## src/rtl/pulse_gen_pkg.sv

```systemverilog
// pulse_gen_pkg
//   Shared types and default parameter values for the push-button pulse
//   generator (pulse_gen).
//   - state_t : debounce FSM state encoding (2 bits)
//   - DEF_*   : default parameter values used by pulse_gen
//   Optional macro PULSE_GEN_REPEAT_EN adds the auto-repeat defaults.
package pulse_gen_pkg;

    typedef enum logic [1:0] {
        IDLE   = 2'd0,
        CHK_HI = 2'd1,
        HIGH   = 2'd2,
        CHK_LO = 2'd3
    } state_t;

    localparam int DEF_DEBOUNCE_CYCLES = 16;
    localparam int DEF_PULSE_W         = 2;
    localparam int DEF_CNT_W           = 8;
`ifdef PULSE_GEN_REPEAT_EN
    localparam int DEF_HOLD_CYCLES     = 64;
    localparam int DEF_REPEAT_CYCLES   = 32;
`endif

endpackage

```

## src/rtl/pulse_gen_sync2.sv

```systemverilog
// sync2
//   Two-flop synchroniser for a single asynchronous level.
//   Ports:
//     clk  - destination clock, rising edge
//     rst  - asynchronous active-high reset, both flops clear to 0
//     d    - asynchronous input
//     q    - synchronised output, 2 clk cycles after d
module sync2 (
    input  logic clk,
    input  logic rst,
    input  logic d,
    output logic q
);

    logic meta;

    always_ff @(posedge clk or posedge rst) begin
        if (rst) begin
            meta <= 1'b0;
            q    <= 1'b0;
        end else begin
            meta <= d;
            q    <= meta;
        end
    end

endmodule

```

## src/rtl/pulse_gen.sv

```systemverilog
// pulse_gen
//   Conditions a bouncing push-button into a debounced level and a
//   fixed-width registered count pulse for the downstream 4-bit counter.
//   Ports:
//     clk          - system clock, rising edge
//     rst          - asynchronous active-high reset
//     btn_raw      - raw, unsynchronised button (1 = pressed)
//     arm_i        - 1 = accepted presses generate pulses
//     pulse_o      - registered count pulse, PULSE_W cycles wide
//     level_o      - debounced button level
//     press_cnt_o  - pulses issued, wraps 15 -> 0
//   Optional macro PULSE_GEN_REPEAT_EN: while the button is held, an auto
//   pulse fires HOLD_CYCLES after the press and then every REPEAT_CYCLES.
//
//   state  | meaning
//   -------+-----------------------------------------------------------
//   IDLE   | debounced level 0, waiting for btn_s = 1
//   CHK_HI | btn_s = 1, counting DEBOUNCE_CYCLES stable cycles
//   HIGH   | debounced level 1, waiting for btn_s = 0
//   CHK_LO | btn_s = 0, counting DEBOUNCE_CYCLES stable cycles
module pulse_gen
    import pulse_gen_pkg::*;
#(
    parameter int DEBOUNCE_CYCLES = DEF_DEBOUNCE_CYCLES,
    parameter int PULSE_W         = DEF_PULSE_W,
    parameter int CNT_W           = DEF_CNT_W
`ifdef PULSE_GEN_REPEAT_EN
    ,
    parameter int HOLD_CYCLES     = DEF_HOLD_CYCLES,
    parameter int REPEAT_CYCLES   = DEF_REPEAT_CYCLES
`endif
) (
    input  logic       clk,
    input  logic       rst,
    input  logic       btn_raw,
    input  logic       arm_i,
    output logic       pulse_o,
    output logic       level_o,
    output logic [3:0] press_cnt_o
);

    // Down-counters: loaded with N-1, terminal count at 0, so a check
    // state lasts exactly N cycles.
    localparam logic [CNT_W-1:0] DB_LOAD = CNT_W'(DEBOUNCE_CYCLES - 1);
    localparam logic [CNT_W-1:0] PW_LOAD = CNT_W'(PULSE_W - 1);
    localparam logic [CNT_W-1:0] ONE     = CNT_W'(1);

    logic             btn_s;
    state_t           state, state_nxt;
    logic [CNT_W-1:0] db_cnt, db_cnt_nxt;
    logic [CNT_W-1:0] pw_cnt;
    logic             press_evt;
    logic             fire;

    sync2 u_sync2 (
        .clk (clk),
        .rst (rst),
        .d   (btn_raw),
        .q   (btn_s)
    );

    always_ff @(posedge clk or posedge rst) begin
        if (rst) begin
            state   <= IDLE;
            db_cnt  <= '0;
            level_o <= 1'b0;
        end else begin
            state   <= state_nxt;
            db_cnt  <= db_cnt_nxt;
            level_o <= (state_nxt == HIGH) || (state_nxt == CHK_LO);
        end
    end

    always_comb begin
        state_nxt  = state;
        db_cnt_nxt = db_cnt;
        press_evt  = 1'b0;
        unique case (state)
            IDLE: begin
                if (btn_s) begin
                    state_nxt  = CHK_HI;
                    db_cnt_nxt = DB_LOAD;
                end
            end
            CHK_HI: begin
                if (!btn_s) begin
                    state_nxt = IDLE;
                end else if (db_cnt == '0) begin
                    state_nxt = HIGH;
                    press_evt = 1'b1;
                end else begin
                    db_cnt_nxt = db_cnt - ONE;
                end
            end
            HIGH: begin
                if (!btn_s) begin
                    state_nxt  = CHK_LO;
                    db_cnt_nxt = DB_LOAD;
                end
            end
            CHK_LO: begin
                if (btn_s) begin
                    state_nxt = HIGH;
                end else if (db_cnt == '0) begin
                    state_nxt = IDLE;
                end else begin
                    db_cnt_nxt = db_cnt - ONE;
                end
            end
            default: begin
                state_nxt = IDLE;
            end
        endcase
    end

`ifdef PULSE_GEN_REPEAT_EN
    localparam logic [CNT_W-1:0] HOLD_LOAD = CNT_W'(HOLD_CYCLES - 1);
    localparam logic [CNT_W-1:0] RPT_LOAD  = CNT_W'(REPEAT_CYCLES - 1);

    logic [CNT_W-1:0] rpt_cnt;
    logic             auto_evt;

    // The timer only advances in HIGH, so a CHK_LO excursion pauses it;
    // a fresh press always reloads it, which cancels any stale count.
    assign auto_evt = (state == HIGH) && (rpt_cnt == '0);

    always_ff @(posedge clk or posedge rst) begin
        if (rst) begin
            rpt_cnt <= '0;
        end else if (press_evt) begin
            rpt_cnt <= HOLD_LOAD;
        end else if (state == HIGH) begin
            rpt_cnt <= (rpt_cnt == '0) ? RPT_LOAD : (rpt_cnt - ONE);
        end else if (state_nxt == IDLE) begin
            rpt_cnt <= '0;
        end
    end

    assign fire = (press_evt || auto_evt) && arm_i && !pulse_o;
`else
    assign fire = press_evt && arm_i && !pulse_o;
`endif

    // Events arriving while pulse_o is high (including its last cycle) are
    // dropped, which also guarantees at least one low cycle between pulses.
    always_ff @(posedge clk or posedge rst) begin
        if (rst) begin
            pulse_o     <= 1'b0;
            pw_cnt      <= '0;
            press_cnt_o <= 4'd0;
        end else if (fire) begin
            pulse_o     <= 1'b1;
            pw_cnt      <= PW_LOAD;
            press_cnt_o <= press_cnt_o + 4'd1;
        end else if (pulse_o) begin
            if (pw_cnt == '0) begin
                pulse_o <= 1'b0;
            end else begin
                pw_cnt <= pw_cnt - ONE;
            end
        end
    end

endmodule
```

## config.mk

```make
export PLATFORM = sky130hd
export DESIGN_NAME = pulse_gen
export DESIGN_NICKNAME = d
export VERILOG_FILES = /design/src/rtl/pulse_gen_pkg.sv /design/src/rtl/pulse_gen_sync2.sv /design/src/rtl/pulse_gen.sv
export SDC_FILE = /design/constraint.sdc
export NUM_CORES = 1
export LEC_CHECK = 0
export ABC_CLOCK_PERIOD_IN_PS = 2200
export BUFFER_PORTS_ARGS = -buffer_cell sky130_fd_sc_hd__buf_2
export CORE_MARGIN = 1.5
export CORE_UTILIZATION = 60
export CTS_BUF_LIST = sky130_fd_sc_hd__clkbuf_8
export DETAILED_ROUTE_END_ITERATION = 8
export GPL_TIMING_DRIVEN = 0
export PLACE_DENSITY = 0.8
export SLEW_MARGIN = 15
export SYNTH_ARGS = -nofsm -noshare
export SYNTH_HDL_FRONTEND = slang
export SYNTH_HIERARCHICAL = 1
export SYNTH_SLANG_ARGS = --single-unit
```

## constraint.sdc

```tcl
create_clock -name clk -period 2.2 [get_ports clk]
set_input_delay 0.22 -clock clk [delete_from_list [all_inputs] [get_ports clk]]
set_output_delay 0.22 -clock clk [all_outputs]
set_load 0.01 [all_outputs]
```

# After elaboration in Yosys (flattened, before gate mapping)
# Cells that the tools add are included.
# word_totals
register_bits	26
output_inout_bits	6
inputBits	4
wordCells	53
# op_classes
eq_ne	10
n_reduce_logical	10
addsub	3
mux	22
# op_table
operator	n
2-to-1 mux 8 bit	8
one-hot mux 8 bit (4 select lines)	1
zero test 8 bit	2
subtractor 8 x 1 -> 8 bit, second input constant	2
2-to-1 mux 2 bit	6
equality test 2 bit, second input constant	4
one-hot mux 2 bit (4 select lines)	1
2-to-1 mux 1 bit	6
inequality test 2 bit, second input constant	3
adder 4 x 1 -> 4 bit, second input constant	1
inequality test 2 x 1 -> 1 bit, second input constant	2
AND reduction 4 bit	1
equality test 2 x 1 -> 1 bit, second input constant	1
logical AND 1 bit	2
zero test 2 bit	1
AND reduction 2 bit	1
nonzero test 2 bit	1
zero test 1 bit	1
logical OR 1 bit	1

# Depth between registers and ports, before layout
# Gate-level depths: netlist of run 1.
# logic_depth
depth_word	8
mapped_depth	7
ltp_nobuf	6

# Modules after synthesis
# The synthesis of run 1 kept the hierarchy.
# by_module_without_submodules
mod	area_per_inst_um2	seq_area_each_um2	instances	cells_each
pulse_gen	1280.0	600.6	1	115
sync2	53.8	50.0	1	3

# Least setup slack after synthesis of run 1
# OpenSTA, ideal clock, no wires.
# synth_timing
path_type	register to register
from	register pw_cnt[0]
to	register pw_cnt[0]
t_arrival_ns	1.566
path_stages_with_launch	7
path_buffers	0
setup_slack_ns	0.512
period_less_slack_ns	1.688
setup_ns	0.122
path_cell_list	dfrtp_1 -> inv_1 -> ha_1 -> or4b_4 -> o41ai_4 -> xnor2_1 -> nand2_1
# synth_between
elab_chain_len	4
# synth_rtl
item	line_no	source
start, declared	pulse_gen.sv:51	logic [CNT_W-1:0] pw_cnt;
start signal, assigned	pulse_gen.sv:159	pw_cnt <= pw_cnt - ONE;
subtractor 8 x 1 -> 8 bit	pulse_gen.sv:159	
2-to-1 mux 8 bit	pulse_gen.sv:156	if (pw_cnt == '0) begin
2-to-1 mux 8 bit	pulse_gen.sv:155	end else if (pulse_o) begin
2-to-1 mux 8 bit	pulse_gen.sv:151	end else if (fire) begin
# Several ways; a longest one is shown, not always the timed one. The select of a mux whose other input is x is not followed.
# A chain may end at the register's enable or synchronous reset.

# Final worst setup path of run 1
# layout_timing
from	register pw_cnt[0]
to	register pw_cnt[1]
# Same word-level chain as after synthesis.

==> results of run 1 <==
-- registers in the layout (all words and copies together) (netlist names) --
signal	cells
press_cnt_o	4
level_o	1
state	2
pw_cnt	8
db_cnt	8
u_sync2/q	1
pulse_o	1
u_sync2/meta	1
-- cells in the final DEF (no fill, tap or decap), drive strengths merged, types with 2 or more instances in the layout --
cell	netlist	layout
o21ai	2	2
ha	4	4
and3	3	3
and4bb	2	2
o31ai	2	2
o41ai	2	2
a21oi	5	5
nand2b	2	2
clkbuf	1	4
buf	1	10
nor2	10	10
inv	6	6
mux2	2	2
nand3	4	4
or4b	2	2
nand2	14	14
nor3	4	4
dfrtp	26	26
nand4b	2	2
xor2	4	4
xnor2	6	6
-- final cells by class --
type	count	area, µm²	area share [%]
tap	27	33.8	2.31
multi-input combinational	84	648	44.3
inverter	6	22.5	1.54
timing repair buffer	10	55.1	3.76
buffer	2	12.5	0.855
clock buffer	3	41.3	2.82
sequential	26	651	44.4
-- repair_timing --
item                                    4_1_cts  5_1_grt
endpoints found under the setup margin        0        0
endpoints found under the hold margin         2        0
gates resized for setup                       0        0
hold buffers                                  1        0
-- through the flow --
| stage | total power, µW | area (µm²) | hold slack, ps | utilization [%] | instances |
|---|---|---|---|---|---|
| 2_1_floorplan | 587 | 1330 | -38.8 | - | 118 |
| 3_3_place_gp | 604 | 1410 | 75.8 | 69.9 | 154 |
| 3_5_place_dp | 608 | 1410 | 78.9 | 69.9 | 154 |
| 4_1_cts | 864 | 1460 | 54.3 | 72.4 | 158 |
| 5_1_grt | 897 | 1460 | 44.4 | 72.4 | 158 |
| 6_report | 855 | 1460 | 59.3 | 72.4 | 158 |
-- path summary, 6_finish.rpt --
path	endpoint	startpoint	slack (ps)	cells after the start
max in group asynchronous	press_cnt_o[1]	rst	950	3
min in group asynchronous	u_sync2/meta	rst	350	3
hold / removal	u_sync2/meta	btn_raw	60	1
setup reg to reg	pw_cnt[1]	pw_cnt[0]	370	6
hold reg to reg	u_sync2/q	u_sync2/meta	370	0
setup / recovery	pw_cnt[1]	pw_cnt[0]	370	6
-- routing by layer --
metal	part of all wire [%]	track usage, %
met1	46	29.0
met2	50	34.4
met3	2.6	3.57
met4	0.89	6.94
met5	0	0
-- synthesized netlist by cell type, types with 3 or more instances --
cell type and instances:
nor3_1 4, dfrtp_1 26, a21oi_1 4, nand3_1 3
xor2_1 4, ha_1 4, and3_1 3, nand2_1 14
inv_1 6, nor2_1 10, xnor2_1 6
-- cell families (layout without fill, tap and decap cells) --
logic type / count (synthesis) / in the layout / synth area share (%)
buf+inv: 8 / 21 / 2.63
compound gates: 16 / 16 / 11.4
xor+xnor: 10 / 10 / 6.57
flops: 26 / 26 / 48.8
mux: 3 / 3 / 2.44
fa+ha+maj: 4 / 4 / 3.75
simple gates: 51 / 51 / 24.5
-- where the power goes --
group / internal [µW] / leakage, µW / total, µW / switching (µW)
Combinational: 28.8 / 0.000329 / 66.9 / 38.1
Clock: 122 / 0.0000216 / 255 / 132
Sequential: 498 / 0.000309 / 533 / 35.3
Total: 649 / 0.000660 / 855 / 206
==> impl_metrics.ini, run 1 <==
[synth]
synth-seq-cells = 26
postSynthAreaPerCell_um2 = 11.3
synth.area.top_cells = dfrtp_1, nand2_1, xnor2_1, ha_1, nor2_1
async_flop_share_pct = 100
synth_edf_count = 0
netlist_instances = 118
synth_seq_area_share_pct = 48.8
ys_warn_count = 6
synth_top_area_share_pct = 48.8
ys.flop_type = dfrtp_1
syn_nets = 126
synth_area_leader_cell = dfrtp_1
ys_types = 42
netlist_area_um2 = 1330

[worst_setup_path]
cp_slowest_cell = or4b_4
arrival_ps = 2010
start_kind = flop
critical-path-max-stage-delay_ps = 530
path_cells = inv_1 > ha_1 > or4b_4 > o41ai_4 > nand2_1 > o22ai_1
worstPathRequired_ps = 2380
critPathBufInv = 1
critical_path_class = reg2reg
critical_path.top_delay_family = simple AND/OR/NAND/NOR gates
end_kind = flop
path_max_fanout = 5

[clock_tree]
clk_latency_ps = 260
clockBufferDepth = 2
cts_tree = built
cts-root-buf = clkbuf_8
numClockSinks = 26
postCtsSetupRepairBufs = 0
cts_inserted_buffers = 3
h-tree-depth = 1
clkTransAtPathRegs_ps = 80

[min_path]
hold_path.class = in2reg

[finish]
num_antenna_cells = 0
nFillCells = 149
final_layout_size_suffix_gt1_share_pct = 21.4
area_delta_synth_final_pct = 9.76
nNetsFinal = 141

[global_route]
track_usage_pct = 21.2
grt_start_max_net_pins = 25
antenna_found_initial = 0
grt_pass1_wl_mm = 4.05
overflow = 0
first_global_vias = 923

[die]
die_h_um = 50.2
initial_core_util_pct = 66.0
die_x_um = 50.2
die-area_um2 = 2520
io_pins = 10
coreArea_um2 = 2020
core.rowCount = 16

[route]
drtIter0Drc = 24
postRouteAntennaNets = 0
vias = 926
wl_mm = 2.24
wire_per_inst_um = 14.2
drcViolationCount = 0
via_per_inst = 5.86
dr.pass1.iters = 4

[timing]
period_share_pct = 83.2
drv_slew = 0
period_minus_slack_ps = 1830
slew_headroom_pct = 40.3
hold_violations = 0
final-setup-viol-count = 0
finalSetupTns_ps = 0
rsz0062_at_grt = no
timing.final.ws_setup_ps = 370
max_freq_mhz = 546
tightest_slew_ps = 895
fin_worst_skew_ps = 3.46

[placed_design]
place_congestion = 0.823
port_buffers = 9
dp_slack_ps = 376
dp_hpwl_mm = 1.67

[power_and_ir_drop]
powerDensity_nw_per_um2 = 584
irDropWorstVdd_mv = 0.428
p_leak_uw = 0.000660

[status]
status = complete, no violations

[job]
maxCapViolCount = 0
Power figures use the tool's default switching activity.
==> run 2: changes to the inputs <==
- ABC_CLOCK_PERIOD_IN_PS: 2200 -> 1600
- CORE_UTILIZATION: 60 -> 55
- PLACE_DENSITY: 0.8 -> 0.77
- clock period: 2.2 -> 1.6 ns (I/O delays scaled with it)
==> run 2 against run 1 <==
Against the previous run:
- the run now ends with setup timing left
- non-clock buffer count rose by 15
- count of clock-buffer cells in the layout did not move
- die area rose by 8.5%
- routed wire length rose by 16%
- first-iteration DRC count fell by 38%
- clock skew rose by 1.5 ps
- sequential power rose by 38%
- critical path type unchanged
- largest cell class is now multi-input combinational cells
- largest power group unchanged
- highest routed layer unchanged
==> impl_metrics.ini, run 2 (synthesis results as in run 1) <==
[timing]
slew_headroom_pct = 38.4
period_minus_slack_ps = 1820
drv_slew = 0
finalSetupTns_ps = -1330
hold_violations = 0
rsz0062_at_grt = yes
period_share_pct = 114
tightest_slew_ps = 923
fin_worst_skew_ps = 5.00
final-setup-viol-count = 9
max_freq_mhz = 550
timing.final.ws_setup_ps = -220

[route]
drcViolationCount = 0
drtIter0Drc = 15
postRouteAntennaNets = 0
wire_per_inst_um = 15.0
wl_mm = 2.60
via_per_inst = 5.78
dr.pass1.iters = 4
vias = 1005

[placed_design]
dp_hpwl_mm = 1.56
post_dp_cell_area_um2 = 1410
place_congestion = 0.811
port_buffers = 9
dp.cells = 155

[die]
die_h_um = 52.2
core.rowCount = 17
die_x_um = 52.2
io_pins = 10
die-area_um2 = 2730
initial_core_util_pct = 59.2
coreArea_um2 = 2250

[worst_setup_path]
reg2reg_slack_ps = -220
critical_path_class = reg2reg
start_kind = flop
critical-path-max-stage-delay_ps = 490
cp_slowest_cell = or4b_4
worstPathRequired_ps = 1750
path_max_fanout = 3
path_cells = inv_2 > ha_4 > or4b_4 > buf_6 > o31ai_4 > buf_4 > o31ai_1
arrival_ps = 1970
end_kind = flop

[status]
violations = setup timing
status = finished with violations

[global_route]
grt_start_max_net_pins = 25
antenna_found_initial = 0
overflow = 0
track_usage_pct = 21.0
first_global_vias = 966
grt_pass1_wl_mm = 4.24

[clock_tree]
clkTransAtPathRegs_ps = 90
cts_inserted_buffers = 3
h-tree-depth = 1
cts-root-buf = clkbuf_8
numClockSinks = 26
clk_latency_ps = 260
clockBufferDepth = 2
cts_tree = built

[finish]
utilization_pct = 73.1
area_delta_synth_final_pct = 23.6
nNetsFinal = 156
final_cell_count_no_fill = 174
final_common_cell = dfrtp_1
final_layout_size_suffix_gt1_share_pct = 34.9
design_area_um2 = 1650
reg_top3 = db_cnt: 8 flops, pw_cnt: 8 flops, press_cnt_o: 4 flops
num_antenna_cells = 0
final_cell_mix = dfrtp_1, nand2_1, buf_4

[power_and_ir_drop]
powerDensity_nw_per_um2 = 751
p_int_uw = 923
swShare_pct = 25.4
combinationalPowerShare_pct = 11.7
clkPwrFrac_pct = 29.0
irDropWorstVdd_mv = 0.612
p_leak_uw = 0.000740
netSwitchingPower_uw = 314
pwr-share-seq_pct = 59.4

[job]
maxCapViolCount = 0

[min_path]
hold_path.class = in2async
==> run 2: path summary, 6_finish.rpt <==
path | cells after the start | start | endpoint
setup / recovery | 7 | pw_cnt[1] | pw_cnt[4]
hold / removal | 3 | rst | u_sync2/meta
min in group clk | 0 | u_sync2/meta | u_sync2/q
hold reg to reg | 0 | u_sync2/meta | u_sync2/q
max in group asynchronous | 3 | rst | state[0]
setup reg to reg | 7 | pw_cnt[1] | pw_cnt[4]
==> run 2: critical path: cells and delay by family (launching register included) <==
family                   cells  cell delay [ps]
AND/OR/NAND/NOR              1              490
flip-flops                   1              400
buffers and inverters        3              380
AO/OA/AOI/OAI                2              310
adder cells (fa/ha/maj)      1              130
==> run 2: power by group through the flow <==
| stage | combinational, µW | clock [µW] | sequential (µW) |
|---|---|---|---|
| after CTS | 134 | 366 | 729 |
| after floorplan | 72.1 | 0 | 735 |
| after detailed placement | 91.6 | 0 | 745 |
| final | 144 | 359 | 735 |
| after global placement | 87.6 | 0 | 743 |
| after global routing | 159 | 395 | 740 |
==> run 2: layout make-up <==
type	count	area, µm²
multi-input cells	84	709
flip-flops and latches	26	651
fillers	159	606
repair buffers	26	185
clock buffers	3	41.3
well taps	28	35.0
inverters	6	22.5
plain buffers	1	5.00
==> run 2: layer usage <==
layer	up-vias	GRT usage [%]	routed length, µm
li1	477	-	-
met1	494	28.7	1230
met2	28	34.4	1270
met3	6	2.57	66
met4	0	7.69	31
met5	-	0	0
==> run 2: per-stage QoR <==
| step | hold WS (ps) | setup WS (ps) | power (µW) |
|---|---|---|---|
| 2_1_floorplan | -98.8 | -63.0 | 807 |
| 6_report | 281 | -220 | 1240 |
| 5_1_grt | 303 | -284 | 1290 |
| 4_1_cts | 282 | -176 | 1230 |
| 3_3_place_gp | 17.7 | -145 | 831 |
| 3_5_place_dp | 25.5 | -171 | 837 |
==> run 2: repair_timing <==
| item | in CTS | in global routing |
|---|---|---|
| hold buffers | 2 | 0 |
| endpoints found under the hold margin | 3 | 0 |
| buffers inserted | 11 | 4 |
| cloned | 0 | 0 |
| pin swaps | 7 | 9 |
| resized for setup | 7 | 8 |
| endpoints found under the setup margin | 15 | 17 |
